`src/rtl/conv_pkg.sv`:
```
// Shared geometry, widths and FSM state type for the 14x14 / 3x3 convolution frame controller.
package conv_pkg;
   localparam int DEF_IMG_W   = 14;
   localparam int DEF_IMG_H   = 14;
   localparam int DEF_K       = 3;
   localparam int DEF_MAC_LAT = 2;

   localparam int OFM_W = DEF_IMG_W - DEF_K + 1;
   localparam int OFM_H = DEF_IMG_H - DEF_K + 1;
   localparam int N_PIX = DEF_IMG_W * DEF_IMG_H;
   localparam int N_WGT = DEF_K * DEF_K;

   localparam int RC_W  = $clog2(DEF_IMG_W);
   localparam int IDX_W = $clog2(OFM_W * OFM_H);
   localparam int PIX_W = $clog2(N_PIX);

   typedef enum logic [2:0] {
      IDLE  = 3'd0,
      FILL  = 3'd1,
      CONV  = 3'd2,
      DRAIN = 3'd3,
      DONE  = 3'd4
   } state_t;
endpackage

```
`src/rtl/conv_valid_delay.sv`:
```
// LAT-deep valid + OFM index delay line modelling the MAC pipeline; reset empties it.
module conv_valid_delay #(
   parameter int LAT = 2,
   parameter int IW  = 8
) (
   input  logic          clk,
   input  logic          rst_n,
   input  logic          i_vld,
   input  logic [IW-1:0] i_idx,
   output logic          o_vld,
   output logic [IW-1:0] o_idx
);
   logic [LAT:1]         r_vld_pipe;
   logic [LAT:1][IW-1:0] r_idx_pipe;

   always_ff @(posedge clk or negedge rst_n) begin
      if (!rst_n) begin
         r_vld_pipe <= '0;
         r_idx_pipe <= '0;
      end else begin
         for (int i = LAT; i > 1; i--) begin
            r_vld_pipe[i] <= r_vld_pipe[i-1];
            r_idx_pipe[i] <= r_idx_pipe[i-1];
         end
         r_vld_pipe[1] <= i_vld;
         r_idx_pipe[1] <= i_idx;
      end
   end

   assign o_vld = r_vld_pipe[LAT];
   assign o_idx = r_idx_pipe[LAT];
endmodule

```
`src/rtl/conv_frame_sched.sv`:
```
// Frame controller: counts IFM pixels, strobes weight/line-buffer writes, issues 3x3 windows
// and reports MAC results through a fixed-latency delay line.
module conv_frame_sched import conv_pkg::*; #(
   parameter int IMG_W   = DEF_IMG_W,
   parameter int IMG_H   = DEF_IMG_H,
   parameter int K       = DEF_K,
   parameter int MAC_LAT = DEF_MAC_LAT
) (
   input  logic             clk,
   input  logic             rst_n,
   input  logic             in_valid,
   output logic             busy,
   output logic [RC_W-1:0]  pix_row,
   output logic [RC_W-1:0]  pix_col,
   output logic             wgt_we,
   output logic [3:0]       wgt_addr,
   output logic             lb_we,
   output logic             win_valid,
   output logic [RC_W-1:0]  win_row,
   output logic [RC_W-1:0]  win_col,
   output logic             out_valid,
   output logic [IDX_W-1:0] ofm_idx,
   output logic             frame_done,
   output logic             proto_err
);
   localparam int OW   = IMG_W - K + 1;
   localparam int NOFM = OW * (IMG_H - K + 1);
   localparam logic [RC_W-1:0]  KM1      = RC_W'(K - 1);
   localparam logic [RC_W-1:0]  LAST_R   = RC_W'(IMG_H - 1);
   localparam logic [RC_W-1:0]  LAST_C   = RC_W'(IMG_W - 1);
   localparam logic [PIX_W-1:0] NWGT     = PIX_W'(K * K);
   localparam logic [IDX_W-1:0] LAST_OFM = IDX_W'(NOFM - 1);

   state_t            r_state, w_nxt;
   logic [RC_W-1:0]   r_row, r_col;
   logic [PIX_W-1:0]  r_pix;
   logic              r_win_valid, r_busy, r_frame_done, r_proto_err;
   logic [RC_W-1:0]   r_win_row, r_win_col;
   logic              w_acc, w_win, w_last, w_out_valid;
   logic [IDX_W-1:0]  w_win_idx, w_ofm_idx;

   assign w_acc     = in_valid && (r_state inside {IDLE, FILL, CONV});
   assign w_win     = (r_row >= KM1) && (r_col >= KM1);
   assign w_last    = (r_row == LAST_R) && (r_col == LAST_C);
   assign w_win_idx = IDX_W'(int'(r_win_row) * OW + int'(r_win_col));

   always_comb begin
      w_nxt = r_state;
      case (r_state)
         IDLE:    if (w_acc) w_nxt = FILL;
         FILL:    if (w_acc && w_win) w_nxt = CONV;
         CONV:    if (w_acc && w_last) w_nxt = DRAIN;
         // Delay line is in-order, so the last index emerging means nothing is left in flight.
         DRAIN:   if (w_out_valid && (w_ofm_idx == LAST_OFM)) w_nxt = DONE;
         DONE:    w_nxt = IDLE;
         default: w_nxt = IDLE;
      endcase
   end

   always_ff @(posedge clk or negedge rst_n) begin
      if (!rst_n) begin
         r_state      <= IDLE;
         r_row        <= '0;
         r_col        <= '0;
         r_pix        <= '0;
         r_win_valid  <= 1'b0;
         r_win_row    <= '0;
         r_win_col    <= '0;
         r_busy       <= 1'b0;
         r_frame_done <= 1'b0;
         r_proto_err  <= 1'b0;
      end else begin
         r_state      <= w_nxt;
         r_busy       <= (w_nxt != IDLE);
         r_frame_done <= (w_nxt == DONE);
         r_proto_err  <= in_valid && (r_state inside {DRAIN, DONE});
         r_win_valid  <= w_acc && w_win;
         if (w_acc && w_win) begin
            r_win_row <= r_row - KM1;
            r_win_col <= r_col - KM1;
         end
         if (w_acc) begin
            if (w_last) begin
               r_row <= '0;
               r_col <= '0;
               r_pix <= '0;
            end else begin
               r_pix <= r_pix + 1'b1;
               if (r_col == LAST_C) begin
                  r_col <= '0;
                  r_row <= r_row + 1'b1;
               end else begin
                  r_col <= r_col + 1'b1;
               end
            end
         end
      end
   end

   conv_valid_delay #(.LAT(MAC_LAT), .IW(IDX_W)) u_dly (
      .clk   (clk),
      .rst_n (rst_n),
      .i_vld (r_win_valid),
      .i_idx (w_win_idx),
      .o_vld (w_out_valid),
      .o_idx (w_ofm_idx)
   );

   assign busy       = r_busy;
   assign pix_row    = r_row;
   assign pix_col    = r_col;
   assign wgt_we     = w_acc && (r_pix < NWGT);
   assign wgt_addr   = r_pix[3:0];
   assign lb_we      = w_acc;
   assign win_valid  = r_win_valid;
   assign win_row    = r_win_row;
   assign win_col    = r_win_col;
   assign out_valid  = w_out_valid;
   assign ofm_idx    = w_ofm_idx;
   assign frame_done = r_frame_done;
   assign proto_err  = r_proto_err;
endmodule

```
`config.mk`:
```
export PLATFORM = sky130hd
export DESIGN_NAME = conv_frame_sched
export DESIGN_NICKNAME = d
export VERILOG_FILES = /design/src/rtl/conv_pkg.sv /design/src/rtl/conv_valid_delay.sv /design/src/rtl/conv_frame_sched.sv
export SDC_FILE = /design/constraint.sdc
export NUM_CORES = 1
export LEC_CHECK = 0
export CAP_MARGIN = 20
export CORE_MARGIN = 4
export CORE_UTILIZATION = 46
export CTS_CLUSTER_DIAMETER = 100
export CTS_CLUSTER_SIZE = 12
export DETAILED_ROUTE_END_ITERATION = 8
export DONT_BUFFER_PORTS = 1
export PLACE_DENSITY_LB_ADDON = 0.2
export SLEW_MARGIN = 20
export SYNTH_ARGS = -nofsm -noshare
export SYNTH_HDL_FRONTEND = slang
export SYNTH_SLANG_ARGS = --single-unit
```
`constraint.sdc`:
```
create_clock -name clk -period 2.25 [get_ports clk]
set_input_delay 0.675 -clock clk [delete_from_list [all_inputs] [get_ports clk]]
set_output_delay 0.675 -clock clk [all_outputs]
set_load 0.1 [all_outputs]
```
# Yosys cells after proc, flatten, opt, wreduce, memory -nomap -nowiden
# Cells that the tools add are included.
# W data, S select, Z words.
[op_classes]
add_sub_neg = 6
n_mul = 1
magnitude_cmp = 3
eq_ne = 8
muxes = 10
reduce_logical = 14
[op_table]
columns = ["operator", "count"]
rows = [
  ["$mux W4", 4],
  ["$mux W3", 4],
  ["$pmux W3 S4", 1],
  ["$add A4 B1 Y4 const B", 2],
  ["$add A8 B1 Y8 const B", 1],
  ["$add A8 B4 Y8", 1],
  ["$eq A4 B4 Y1 const B", 2],
  ["$eq A8 B8 Y1 const B", 1],
  ["$ge A4 B2 Y1 const B", 2],
  ["$logic_and A1 B1 Y1", 8],
  ["$lt A8 B4 Y1 const B", 1],
  ["$mux W8", 1],
  ["$sub A4 B2 Y4 const B", 2],
  ["$eq A3 B2 Y1 const B", 2],
  ["$eq A3 B3 Y1 const B", 2],
  ["$mul A4 B2 Y6 const B", 1],
  ["$reduce_bool A3 Y1", 2],
  ["$reduce_bool A2 Y1", 2],
  ["$eq A3 B1 Y1 const B", 1],
  ["$logic_not A3 Y1", 1],
  ["$reduce_and A2 Y1", 1],
]
[totals]
ff_bits = 49
inputBits = 3

# Logic depth before layout (Yosys ltp)
[depth]
word_depth = 7
mapped_depth = 7
depth_no_buf = 7

# Hierarchy
# A second synthesis with hierarchy kept.
[unflattened]
hier_cells = 227
area_unflattened_um2 = 2506.2
[modules_own_cells]
columns = ["module", "instances", "cells_each", "area_per_inst_um2", "seq_area_each_um2"]
rows = [
  ["conv_frame_sched", 1, 201, 1995.7, 775.7],
  ["conv_valid_delay", 1, 26, 510.5, 450.4],
]

# Least setup slack after synthesis
# Ideal clock, no wire load.
[synth_timing]
path_kind = "input -> output"
start = "input port in_valid"
end = "output port wgt_we"
arrival_ns = 2.206
required_time_ns = 1.575
slack_ns = -0.631
path_stages = 4
n_path_buf = 0
path_cell_list = "nor2b_2 > nand2_1 > inv_2 > and3_1"
[synth_via]
elab_chain_len = 2
[synth_rtl]
columns = ["item", "line_no", "rtl"]
rows = [
  ["from (decl)", "conv_frame_sched.sv:11", "input logic in_valid,"],
  ["$logic_and A1 B1 Y1", "conv_frame_sched.sv:42", "assign w_acc = in_valid && (r_state inside {IDLE, FILL, CONV});"],
  ["net lb_we", "conv_frame_sched.sv:17", "output logic lb_we,"],
  ["$logic_and A1 B1 Y1", "conv_frame_sched.sv:112", "assign wgt_we = w_acc && (r_pix < NWGT);"],
  ["to (decl)", "conv_frame_sched.sv:15", "output logic wgt_we,"],
]
# The timed path passes the listed nets, and every way through them passes these cells.

# Worst setup path after layout
[layout_timing]
start = "register r_win_row[1], in the netlist win_row[1]"
end = "register u_dly.r_idx_pipe[7] in the netlist's numbering"
[layout_via]
elab_chain_len = 2
[layout_rtl]
columns = ["item", "line_no", "rtl"]
rows = [
  ["from (decl)", "conv_frame_sched.sv:38", "logic [RC_W-1:0] r_win_row, r_win_col;"],
  ["from (signal assigned)", "conv_frame_sched.sv:79", "r_win_row <= r_row - KM1;"],
  ["$mul A4 B2 Y6", "conv_frame_sched.sv:45", "assign w_win_idx = IDX_W'(int'(r_win_row) * OW + int'(r_win_col));"],
  ["$add A8 B4 Y8", "conv_frame_sched.sv:45", ""],
  ["net u_dly.i_idx[7]", "conv_valid_delay.sv:9", "input logic [IW-1:0] i_idx,"],
  ["to (signal, indexed assignment)", "conv_valid_delay.sv:23", "r_idx_pipe[i] <= r_idx_pipe[i-1];"],
  ["to (decl)", "conv_valid_delay.sv:14", "logic [LAT:1][IW-1:0] r_idx_pipe;"],
]
# The timed path passes the listed nets, and every way through them passes these cells.
# A chain may end at the register's enable or synchronous reset.

==> reports/metrics.yaml <==
clocking:
  clk_latency_ns: 0.30
  cts_buffers: 5
  cts_root_buf: "clkbuf_8"
  clkSlewWorstSetupHoldPaths_ns: 0.09
  cts_tree: "done"
  cts_max_level: 2
  clockBufferDepth: 2
  post_cts_buffers: 0
  clock-sinks: 49
critical_path:
  cp.arrival_ns: 2.34
  timing.rr.start: "win_row[1]"
  worstSetupPathType: "register to register"
  startpoint: "win_row[1]"
  slowest_delay_ns: 0.58
  crit_path_end_kind: "register"
  cpMaxStageDelayCell: "fa_2"
  worstPathMaxFanout: 5
  startpoint_type: "register"
  path_cells: "ha_1, fa_2, inv_1, o31ai_1, o41ai_1, a221o_1"
  crit_required_ns: 2.43
yosys:
  ys_ff_latch: 49
  avgSynthCellArea_um2: 10.7
  netlist_area_um2: 2450
  yosysUniqueCellTypes: 47
  syn_nets: 249
  synth_edf_count: 0
  synth-async-reset-ratio_pct: 100
  ys_seq_area_share_pct: 49.9
  ys.flop_type: "dfrtp_1"
  syn_inst: 229
  yosys_warnings: 0
floorplan:
  core_um2: 5140
  ios: 38
  dieHeight_um: 81.1
  rows: 26
  die_w_um: 81.1
  start_util_pct: 47.8
  dieArea_um2: 6570
timing:
  slew_viol_final: 0
  whs_ns: 0.0561
  fmax_mhz: 463
  worst_pin_slew_ns: 0.937
  period_share_pct: 96.0
  rsz0062_at_grt: "no"
  relSlewSlack_pct: 37.6
  fin_skew_ns: 0.00759
  finalHoldViolCount: 0
  setup_viol: 0
  min_period_ns: 2.16
power:
  p_per_area_nw_per_um2: 507
  vdd_drop_max_mv: 0.351
  leakage_nw: 1.38
  p_total_w: 0.00141
placed_design:
  routabilityCongestion: 0.774
  place_area_um2: 2690
  port_buffers: 0
  hpwlAfterDp_um: 3200
grt:
  overflow: 0
  grt_pass1_wl_um: 7430
  grt_pass1_vias: 1568
  grt_max_degree: 50
  track_usage_pct: 14.9
  antenna_found_initial: 0
routing:
  wl_per_cell_um: 13.9
  drc: 0
  final_antenna_net_count: 0
  drt_first_pass_iters: 4
  routed_via_density: 5.08
  wl_um: 4450
  vias: 1632
  first_iter_violations: 77
finish:
  antenna_cells: 0
  area_growth_pct: 13.3
  final_area_um2: 2780
  nFillCells: 490
  multi_input_area_um2: 1030
  layout.area.seq_um2: 1240
  finalNetCount: 270
  drive_gt1_share_pct: 23.5
status:
  status: "finished, final reports clean"
hold_path:
  hp-class: "input port to async pin"
job:
  drv_cap: 0
cells in the mapped netlist, types with 2 or more instances:
master    count  area share, %
and3_1        5            1.3
nand2_1      22            3.4
xnor2_1       6            2.1
o21ai_0      15            3.1
buf_4        15            4.6
mux2_2        2           0.92
o31ai_1       3           0.92
ha_1         15            7.6
nand3b_1      2           0.61
nor2_1       14            2.1
nand4_1       7            1.8
a21boi_0      2           0.61
nand3_1       5            1.0
fa_1          2            1.6
nand2b_1      2           0.51
xor2_1        8            2.9
mux2i_1       3            1.2
dfrtp_1      49             50
or3_1         3           0.76
inv_1        13            2.0
and2_1        3           0.76
buf_2         2           0.41
clkbuf_1      2           0.31
a21oi_1       6            1.2
placed cells by master (no fill, tap or decap), types with 2 or more instances in the layout:
cell	instances
dfrtp_1	43
buf_4	35
nand2_1	21
ha_1	15
nor2_1	14
o21ai_0	14
inv_1	13
xor2_1	8
nand4_1	7
a21oi_1	6
xnor2_1	6
nand3_1	5
clkbuf_8	5
dfrtp_2	5
and3_1	4
o31ai_1	3
mux2i_1	3
or3_1	3
and2_1	3
nand2b_1	2
nand3b_1	2
a21boi_0	2
mux2_2	2
clkinvlp_4	2
flip-flops by register name, indices dropped and copies added, names as in the netlist:
name and flops:
u_dly.r_idx_pipe 8, pix_col 4, r_state 3, proto_err 1, win_col 4, frame_done 1
win_row 4, u_dly.o_idx 8, pix_row 4, u_dly.r_vld_pipe 2, busy 1, win_valid 1
r_pix 8
metal layers:
| metal | part of all wire [%] | track usage, % |
|---|---|---|
| met5 | 0 | 0 |
| met4 | 1.4 | 5.07 |
| met3 | 6.6 | 4.55 |
| met2 | 46 | 23.4 |
| met1 | 46 | 19.6 |
stage by stage:
| step | utilization (%) | instances | setup TNS, ns | setup WS (ns) |
|---|---|---|---|---|
| 2_1_floorplan | - | 229 | -0.0841 | -0.0841 |
| 3_3_place_gp | 52.3 | 313 | 0 | 0.158 |
| 3_5_place_dp | 52.3 | 313 | 0 | 0.104 |
| 4_1_cts | 54.0 | 321 | 0 | 0.0397 |
| 5_1_grt | 54.1 | 321 | 0 | 0.00486 |
| 6_report | 54.1 | 321 | 0 | 0.0893 |
path summary, 6_finish.rpt:
check / to / cells past startpoint / slack [ns]
setup / recovery: u_dly.r_idx_pipe[7] / 6 / 0.09
hold / removal: busy / 0 / 0.06
setup reg to reg: u_dly.r_idx_pipe[7] / 6 / 0.09
hold reg to reg: u_dly.o_idx[0] / 0 / 0.35
max in group asynchronous: u_dly.o_idx[7] / 0 / 2.09
min in group clk: u_dly.o_idx[0] / 0 / 0.35
final cells by class:
cell class | count | area share, %
Clock buffer | 6 | 2.61
Clock inverter | 2 | 0.540
Inverter | 14 | 1.98
Multi-Input combinational cell | 144 | 37.1
Sequential cell | 49 | 44.4
Tap cell | 70 | 3.15
Timing Repair Buffer | 36 | 10.2
power by group:
group / internal, W / total [W] / switching [W]
clock network: 0.000219 / 0.000513 / 0.000294
logic: 0.00000435 / 0.0000161 / 0.0000118
registers: 0.000881 / 0.000881 / 0.000000192
timing repair:
action / CTS / global route
hold buffers: 0 / 0
resized for setup: 0 / 4
endpoints found under the setup margin: 0 / 3
worst max-delay path, delay by kind of cell (launching register included):
family                   cells  cell delay, ns
adder cells (fa/ha/maj)      2            0.80
buffers and inverters        1            0.07
flip-flops                   1            0.51
AO/OA/AOI/OAI                3            0.66
kinds of logic (layout without fill, tap and decap cells):
logic type | Yosys count | in the layout | share of synthesized area [%]
xor+xnor | 14 | 14 | 5.00
mux | 5 | 5 | 2.14
fa+ha+maj | 17 | 17 | 9.28
compound gates | 34 | 34 | 8.72
flops | 49 | 49 | 49.9
simple gates | 74 | 74 | 16.5
buf+inv | 36 | 58 | 8.41
Note: power is estimated with default switching activity, not from simulation.
